## config.mk

```make
export PLATFORM = sky130hd
export DESIGN_NAME = routermerge_sync_n_flat
export DESIGN_NICKNAME = d
export VERILOG_FILES = /design/src/rtl/routermerge_sync_n_if.sv /design/src/rtl/routermerge_sync_n.sv /design/src/flat_wrapper.sv
export SDC_FILE = /design/constraint.sdc
export NUM_CORES = 1
export LEC_CHECK = 0
export BUFFER_PORTS_ARGS = -buffer_cell sky130_fd_sc_hd__buf_2
export CAP_MARGIN = 20
export CORE_MARGIN = 1.5
export CORE_UTILIZATION = 40
export CTS_CLUSTER_SIZE = 8
export DETAILED_ROUTE_END_ITERATION = 10
export PLACE_DENSITY = 0.69
export RECOVER_POWER = 100
export SLEW_MARGIN = 40
export SYNTH_ARGS = -nofsm -noshare
export SYNTH_HDL_FRONTEND = slang
export SYNTH_SLANG_ARGS = --single-unit
```

## constraint.sdc

```tcl
create_clock -name clk -period 5.5 [get_ports clk]
set_clock_uncertainty 0.05 [all_clocks]
set_input_delay 0.55 -clock clk [delete_from_list [all_inputs] [get_ports clk]]
set_output_delay 0.55 -clock clk [all_outputs]
set_load 0.01 [all_outputs]
```

## src/rtl/routermerge_sync_n_if.sv

```systemverilog
// Bus interface for routermerge_sync_n: NUM_IN data inputs, one control channel, one output.
// master = upstream/downstream environment side, slave = the merge block.
interface routermerge_sync_n_if #(
   parameter int unsigned NUM_IN = 5,
   parameter int unsigned W      = 11,
   parameter int unsigned SEL_W  = $clog2(NUM_IN)
);
   logic [NUM_IN*W-1:0] in_data;
   logic [NUM_IN-1:0]   in_valid;
   logic [NUM_IN-1:0]   in_ready;
   logic [SEL_W-1:0]    ctrl_data;
   logic                ctrl_valid;
   logic                ctrl_ready;
   logic [W-1:0]        out_data;
   logic [SEL_W-1:0]    out_src;
   logic                out_valid;
   logic                out_ready;
   logic                ctrl_err;

   modport master (
      output in_data, in_valid, ctrl_data, ctrl_valid, out_ready,
      input  in_ready, ctrl_ready, out_data, out_src, out_valid, ctrl_err
   );

   modport slave (
      input  in_data, in_valid, ctrl_data, ctrl_valid, out_ready,
      output in_ready, ctrl_ready, out_data, out_src, out_valid, ctrl_err
   );
endinterface

```

## src/rtl/routermerge_sync_n.sv

```systemverilog
// Router output-port merge: control tokens pick which of NUM_IN inputs feeds a
// DEPTH-entry output FIFO. PKT_MODE=1 locks the chosen input until a tail flit.
// Illegal control indices are dropped and flagged on sticky ctrl_err.
// Optional: define ROUTERMERGE_ERRCNT_EN to add err_cnt[7:0], a saturating
// count of dropped illegal control tokens.
module routermerge_sync_n #(
   parameter int unsigned NUM_IN   = 5,
   parameter int unsigned W        = 11,
   parameter int unsigned DEPTH    = 2,
   parameter int unsigned PKT_MODE = 0,
   parameter int unsigned SEL_W    = $clog2(NUM_IN)
) (
   input  logic                 clk,
   input  logic                 rst,
   routermerge_sync_n_if.slave  bus
`ifdef ROUTERMERGE_ERRCNT_EN
   ,
   output logic [7:0]           err_cnt
`endif
);
   localparam int unsigned PTR_W = $clog2(DEPTH);
   localparam int unsigned CNT_W = PTR_W + 1;
   localparam int unsigned ENT_W = SEL_W + W;

   typedef enum logic {IDLE = 1'b0, LOCK = 1'b1} state_t;

   state_t            state, state_nxt;
   logic [SEL_W-1:0]  sel, sel_nxt;
   logic [SEL_W-1:0]  idx;
   logic [W-1:0]      cand_data;
   logic              cand_valid;
   logic              illegal;
   logic              full;
   logic              not_empty;
   logic              push;
   logic              pop;
   logic              err_set;
   logic [NUM_IN-1:0] in_ready_c;
   logic              ctrl_ready_c;
   logic [ENT_W-1:0]  mem [DEPTH];
   logic [ENT_W-1:0]  head;
   logic [PTR_W-1:0]  wr_ptr, rd_ptr;
   logic [CNT_W-1:0]  count;

   assign full      = (count == CNT_W'(DEPTH));
   assign not_empty = (count != '0);
   assign pop       = not_empty && bus.out_ready;
   assign illegal   = (32'(bus.ctrl_data) >= NUM_IN);
   assign idx       = (state == LOCK) ? sel : bus.ctrl_data;

   // Select the candidate input's data/valid (locked input while in LOCK)
   always_comb begin
      cand_data  = '0;
      cand_valid = 1'b0;
      for (int i = 0; i < NUM_IN; i++) begin
         if (idx == SEL_W'(i)) begin
            cand_data  = bus.in_data[i*W +: W];
            cand_valid = bus.in_valid[i];
         end
      end
   end

   // FSM next-state and handshake decode; readiness never looks at out_ready
   always_comb begin
      state_nxt    = state;
      sel_nxt      = sel;
      in_ready_c   = '0;
      ctrl_ready_c = 1'b0;
      push         = 1'b0;
      err_set      = 1'b0;
      case (state)
         IDLE: begin
            if (bus.ctrl_valid) begin
               if (illegal) begin
                  ctrl_ready_c = 1'b1;
                  err_set      = 1'b1;
               end else begin
                  push         = cand_valid && !full;
                  ctrl_ready_c = push;
                  for (int i = 0; i < NUM_IN; i++) begin
                     in_ready_c[i] = push && (idx == SEL_W'(i));
                  end
                  if ((PKT_MODE != 0) && push && !cand_data[W-1]) begin
                     state_nxt = LOCK;
                     sel_nxt   = idx;
                  end
               end
            end
         end
         LOCK: begin
            for (int i = 0; i < NUM_IN; i++) begin
               in_ready_c[i] = !full && (sel == SEL_W'(i));
            end
            push = cand_valid && !full;
            if (push && cand_data[W-1]) begin
               state_nxt = IDLE;
            end
         end
         default: state_nxt = IDLE;
      endcase
   end

   // Ready outputs are forced low while reset is held
   assign bus.in_ready   = rst ? '0 : in_ready_c;
   assign bus.ctrl_ready = rst ? 1'b0 : ctrl_ready_c;

   // FSM state and latched packet source
   always_ff @(posedge clk or posedge rst) begin
      if (rst) begin
         state <= IDLE;
         sel   <= '0;
      end else begin
         state <= state_nxt;
         sel   <= sel_nxt;
      end
   end

   // FIFO pointers and occupancy
   always_ff @(posedge clk or posedge rst) begin
      if (rst) begin
         wr_ptr <= '0;
         rd_ptr <= '0;
         count  <= '0;
      end else begin
         if (push) wr_ptr <= wr_ptr + PTR_W'(1);
         if (pop)  rd_ptr <= rd_ptr + PTR_W'(1);
         count <= count + CNT_W'(push) - CNT_W'(pop);
      end
   end

   // FIFO storage: source index above data
   always_ff @(posedge clk) begin
      if (push) mem[wr_ptr] <= {idx, cand_data};
   end

   assign head          = mem[rd_ptr];
   assign bus.out_valid = not_empty;
   assign bus.out_data  = not_empty ? head[W-1:0] : '0;
   assign bus.out_src   = not_empty ? head[ENT_W-1 -: SEL_W] : '0;

   // Sticky illegal-token flag
   always_ff @(posedge clk or posedge rst) begin
      if (rst)          bus.ctrl_err <= 1'b0;
      else if (err_set) bus.ctrl_err <= 1'b1;
   end

`ifdef ROUTERMERGE_ERRCNT_EN
   // Saturating count of dropped illegal tokens
   always_ff @(posedge clk or posedge rst) begin
      if (rst)                            err_cnt <= 8'd0;
      else if (err_set && err_cnt != 8'hFF) err_cnt <= err_cnt + 8'd1;
   end
`endif
endmodule
```

## src/flat_wrapper.sv

```systemverilog
// flat-port wrapper written by rule: the top's interface ports become plain ports
module routermerge_sync_n_flat 
#(
   parameter int unsigned NUM_IN   = 5,
   parameter int unsigned W        = 11,
   parameter int unsigned DEPTH    = 2,
   parameter int unsigned PKT_MODE = 0,
   parameter int unsigned SEL_W    = $clog2(NUM_IN)
)
  (clk, rst, bus_in_data, bus_in_valid, bus_ctrl_data, bus_ctrl_valid, bus_out_ready, bus_in_ready, bus_ctrl_ready, bus_out_data, bus_out_src, bus_out_valid, bus_ctrl_err);
  routermerge_sync_n_if #(.NUM_IN(NUM_IN), .W(W), .SEL_W(SEL_W)) bus_i ();
  input  logic clk;
  input  logic rst;
  input wire logic [$bits(bus_i.in_data)-1:0] bus_in_data;
  input wire logic [$bits(bus_i.in_valid)-1:0] bus_in_valid;
  input wire logic [$bits(bus_i.ctrl_data)-1:0] bus_ctrl_data;
  input wire logic [$bits(bus_i.ctrl_valid)-1:0] bus_ctrl_valid;
  input wire logic [$bits(bus_i.out_ready)-1:0] bus_out_ready;
  output wire logic [$bits(bus_i.in_ready)-1:0] bus_in_ready;
  output wire logic [$bits(bus_i.ctrl_ready)-1:0] bus_ctrl_ready;
  output wire logic [$bits(bus_i.out_data)-1:0] bus_out_data;
  output wire logic [$bits(bus_i.out_src)-1:0] bus_out_src;
  output wire logic [$bits(bus_i.out_valid)-1:0] bus_out_valid;
  output wire logic [$bits(bus_i.ctrl_err)-1:0] bus_ctrl_err;
  assign bus_i.in_data = bus_in_data;
  assign bus_i.in_valid = bus_in_valid;
  assign bus_i.ctrl_data = bus_ctrl_data;
  assign bus_i.ctrl_valid = bus_ctrl_valid;
  assign bus_i.out_ready = bus_out_ready;
  assign bus_in_ready = bus_i.in_ready;
  assign bus_ctrl_ready = bus_i.ctrl_ready;
  assign bus_out_data = bus_i.out_data;
  assign bus_out_src = bus_i.out_src;
  assign bus_out_valid = bus_i.out_valid;
  assign bus_ctrl_err = bus_i.ctrl_err;
  routermerge_sync_n #(.NUM_IN(NUM_IN), .W(W), .DEPTH(DEPTH), .PKT_MODE(PKT_MODE), .SEL_W(SEL_W)) u_core (.clk(clk), .rst(rst), .bus(bus_i));
endmodule
```

==> results by group <==
Route
  – First-pass DRT Iterations: 4
  – Routed vias: 1735
  – Initial detailed-routing violation count: 80
  – DRC errors left: 0
  – Detail Route Antenna Nets: 0
  – Post-detailed-routing wire length: 4490 microns
  – Post-DR wirelength/cell: 13.1 microns
  – Via-per-instance ratio: 5.04

Floorplan
  – Total die area: 0.00550 sq mm
  – Placeable core region: 0.00479 sq mm
  – Starting density of the core: 42.3%
  – Overall die height: 74.1 microns
  – Count of boundary I/O pins: 89
  – Width of the chip: 74.1 microns
  – Row cnt: 25

Synth
  – Netlist area before placement: 0.00202 sq mm
  – Asr flop ratio synth: 17.6%
  – Number of synthesized flops with an enable pin: 28
  – Total number of yosys warnings: 0
  – Distinct cell type count of the synthesized netlist: 45
  – Post-Synthesis Mean Instance Area: 10.4 sq um
  – Fraction of the yosys area taken by sequential cells: 48.9%
  – Post-synthesis sequential element count: 34
  – Primary flip-flop cell chosen by synthesis mapping: edfxtp_1
  – Post-synthesis net count: 263
  – Number of instances in the synthesized netlist: 195

Pwr
  – Power density over cell area: 334 mW/mm^2
  – Static leakage: 0.00109 uW
  – Maximum VDD drop: 0.135 mV

Clock tree
  – CTS resizes: 0
  – Post-CTS setup repair buffer count: 0
  – Hold bufs inserted after CTS: 0
  – Clock tree from TritonCTS: done
  – Latest clock arrival within the worst-skew pair: 0.28 ns
  – Number of buffers between clock root and the deepest sink: 2
  – Clock Pin Slew Worst Setup and Hold Paths: 0.06 ns
  – Clock Sink Count: 34
  – Cts bufs inserted: 5
  – Deepest level of the CTS H-tree: 2
  – Root Buffer: clkbuf_8

Setup path
  – Maximum cell stage delay along the critical path: 0.88 ns
  – Endpoint class of the critical path: register
  – CP Launch Point: bus_ctrl_data[1]
  – Startpoint of the worst-slack reg-to-reg timing path: u_core.state$_DFF_PP0_
  – Largest fanout on the critical path: 23
  – Critical path data required time: 5.35 ns
  – Data arrival, critical path: 3.45 ns
  – Critical path class: in2reg
  – Worst path cell trace: clkbuf_1 -> or4b_1 -> o21bai_1 -> a211oi_1 -> nand2_2 -> nor2_1
  – Startpoint kind of the worst setup timing path: input pin
  – Slowest CP cell: nor2_1

Global routing
  – Via count of the first global-routing pass: 1620
  – Remaining global-route overflow: 0
  – Global-route wire length before repair: 7160 microns
  – Largest net degree at the start of global routing: 24
  – Aggregate global-route resource usage: 17.3%
  – Initial antenna violation count: 0

Cells and area
  – Number of inserted filler cells in the final layout: 452
  – Share of layout cells above drive strength 1: 29.2%
  – Final core area utilization: 53.0%
  – Finished layout cell area: 0.00253 sq mm
  – Layout area overhead: 25.2%
  – Fin nets: 344
  – Antenna Diode Count: 0
  – Non-filler instance count after layout: 344

Place
  – Setup Slack @ Placement: 2.63 ns
  – Number of I/O port buffers: 88
  – Half-perimeter wire length after detailed placement: 3540 microns
  – Post-detailed-placement cell area: 0.00248 sq mm
  – Placed cell count: 336
  – Routability congestion estimate: 0.871

STA
  – Post-route clock period utilization: 65.6%
  – Unrepaired setup endpoints after global routing: false
  – Post-route setup slack: 1.89 ns
  – Worst relative slew slack: 23.5%
  – Min Clock Period, post-route: 3.61 ns
  – Final setup fails: 0
  – Achievable frequency: 0.277 GHz
  – Hold violation count in the final report: 0
  – Max Slew Vio Count: 0
  – Accumulated negative setup slack: 0 ns
  – Worst Tran Pin Value: 1.14 ns

Hold path
  – HP Class: in2async

Run status
  – Outcome: complete, no violations

Job
  – Max-cap violations: 0
## layout make-up
cell class	count	area [sq um]	area share, %
clock buffers	5	68.8	2.71
flip-flops and latches	34	991	39.1
inverters	8	30.0	1.18
repair buffers	88	413	16.3
well taps	67	83.8	3.31
multi-input cells	139	908	35.8
clock inverters	3	40.0	1.58
## cell usage in the layout (no fill, tap or decap), types with 2 or more instances in the layout
cell type,instances
xnor2_1,4
nand2_1,6
mux2i_1,23
o211ai_1,3
clkinv_2,2
clkbuf_8,5
a22oi_1,2
dfrtp_1,6
o21ai_0,10
a222oi_1,9
buf_2,66
a21oi_1,6
nor2_1,43
nor2b_1,5
nor3_1,3
clkbuf_1,22
inv_1,7
edfxtp_1,28
## worst max-delay path: cells and delay by family
family / cells / cell delay [ns]
compound gates: 2 / 0.65
buf+inv: 1 / 0.76
simple gates: 3 / 1.49
## flip-flops by register name, indices dropped and copies added, names as in the netlist
name,cells
u_core.bus.ctrl_err,1
u_core.rd_ptr,1
u_core.mem,28
u_core.count,2
u_core.wr_ptr,1
u_core.state,1
## power breakdown
| group | leakage [uW] | internal, uW | switching (uW) | total [uW] |
|---|---|---|---|---|
| clock | 0.0000579 | 133 | 82.6 | 216 |
| sequential | 0.000326 | 312 | 39.9 | 352 |
| combinational | 0.000708 | 125 | 154 | 279 |
| total | 0.00109 | 571 | 277 | 848 |
## Yosys cell counts, types with 2 or more instances
cell type,n,area (sq um)
a21oi_1,6,30.0
a222oi_1,9,90.1
a22oi_1,2,15.0
buf_1,2,7.51
buf_2,4,20.0
clkbuf_1,6,22.5
dfrtp_1,6,150
edfxtp_1,28,841
inv_1,7,26.3
mux2i_1,23,230
nand2_1,6,22.5
nor2_1,43,161
nor2b_1,5,31.3
nor3_1,3,15.0
o211ai_1,3,22.5
o21ai_0,10,50.1
xnor2_1,4,35.0
## routing by layer
layer  track usage [%]  share of wire, %  up-vias
met2              28.0                48       72
met3              3.66               6.9        4
li1                  -                 -      879
met5                 0                 0        -
met1              22.6                44      780
met4              6.79               1.1        0
## stage by stage
step | power [uW] | hold slack (ns)
6_report | 848 | 0.145
5_1_grt | 904 | 0.157
4_1_cts | 878 | 0.143
3_5_place_dp | 662 | 0.403
3_3_place_gp | 654 | 0.405
2_1_floorplan | 552 | 0.299
## path summary, 6_finish.rpt
| kind | to | slack, ns | cells past startpoint |
|---|---|---|---|
| max reg2reg | u_core.mem[0][11]$_DFFE_PP_ | 2.29 | 5 |
| min reg2reg | u_core.bus.ctrl_err$_DFFE_PP0P_ | 0.42 | 1 |
| min | u_core.count[1]$_DFF_PP0_ | 0.14 | 2 |
| min in group clk | u_core.bus.ctrl_err$_DFFE_PP0P_ | 0.42 | 1 |
| max | u_core.mem[0][11]$_DFFE_PP_ | 1.89 | 6 |
| max in group asynchronous | u_core.count[0]$_DFF_PP0_ | 5.05 | 2 |
## cell families (layout without fill, tap and decap cells)
family                     Yosys count  after routing  share of synthesized area (%)
xor gates and xnor gates             5              5                           2.16
muxes                               23             23                           11.4
buffers and inverters               22            104                           4.88
DFF                                 34             34                           48.9
adders and majority gates            1              1                          0.618
and+or+nand+nor                     70             70                           16.7
AOI/OAI and AO/OA                   40             40                           15.3
Power figures use the tool's default switching activity.
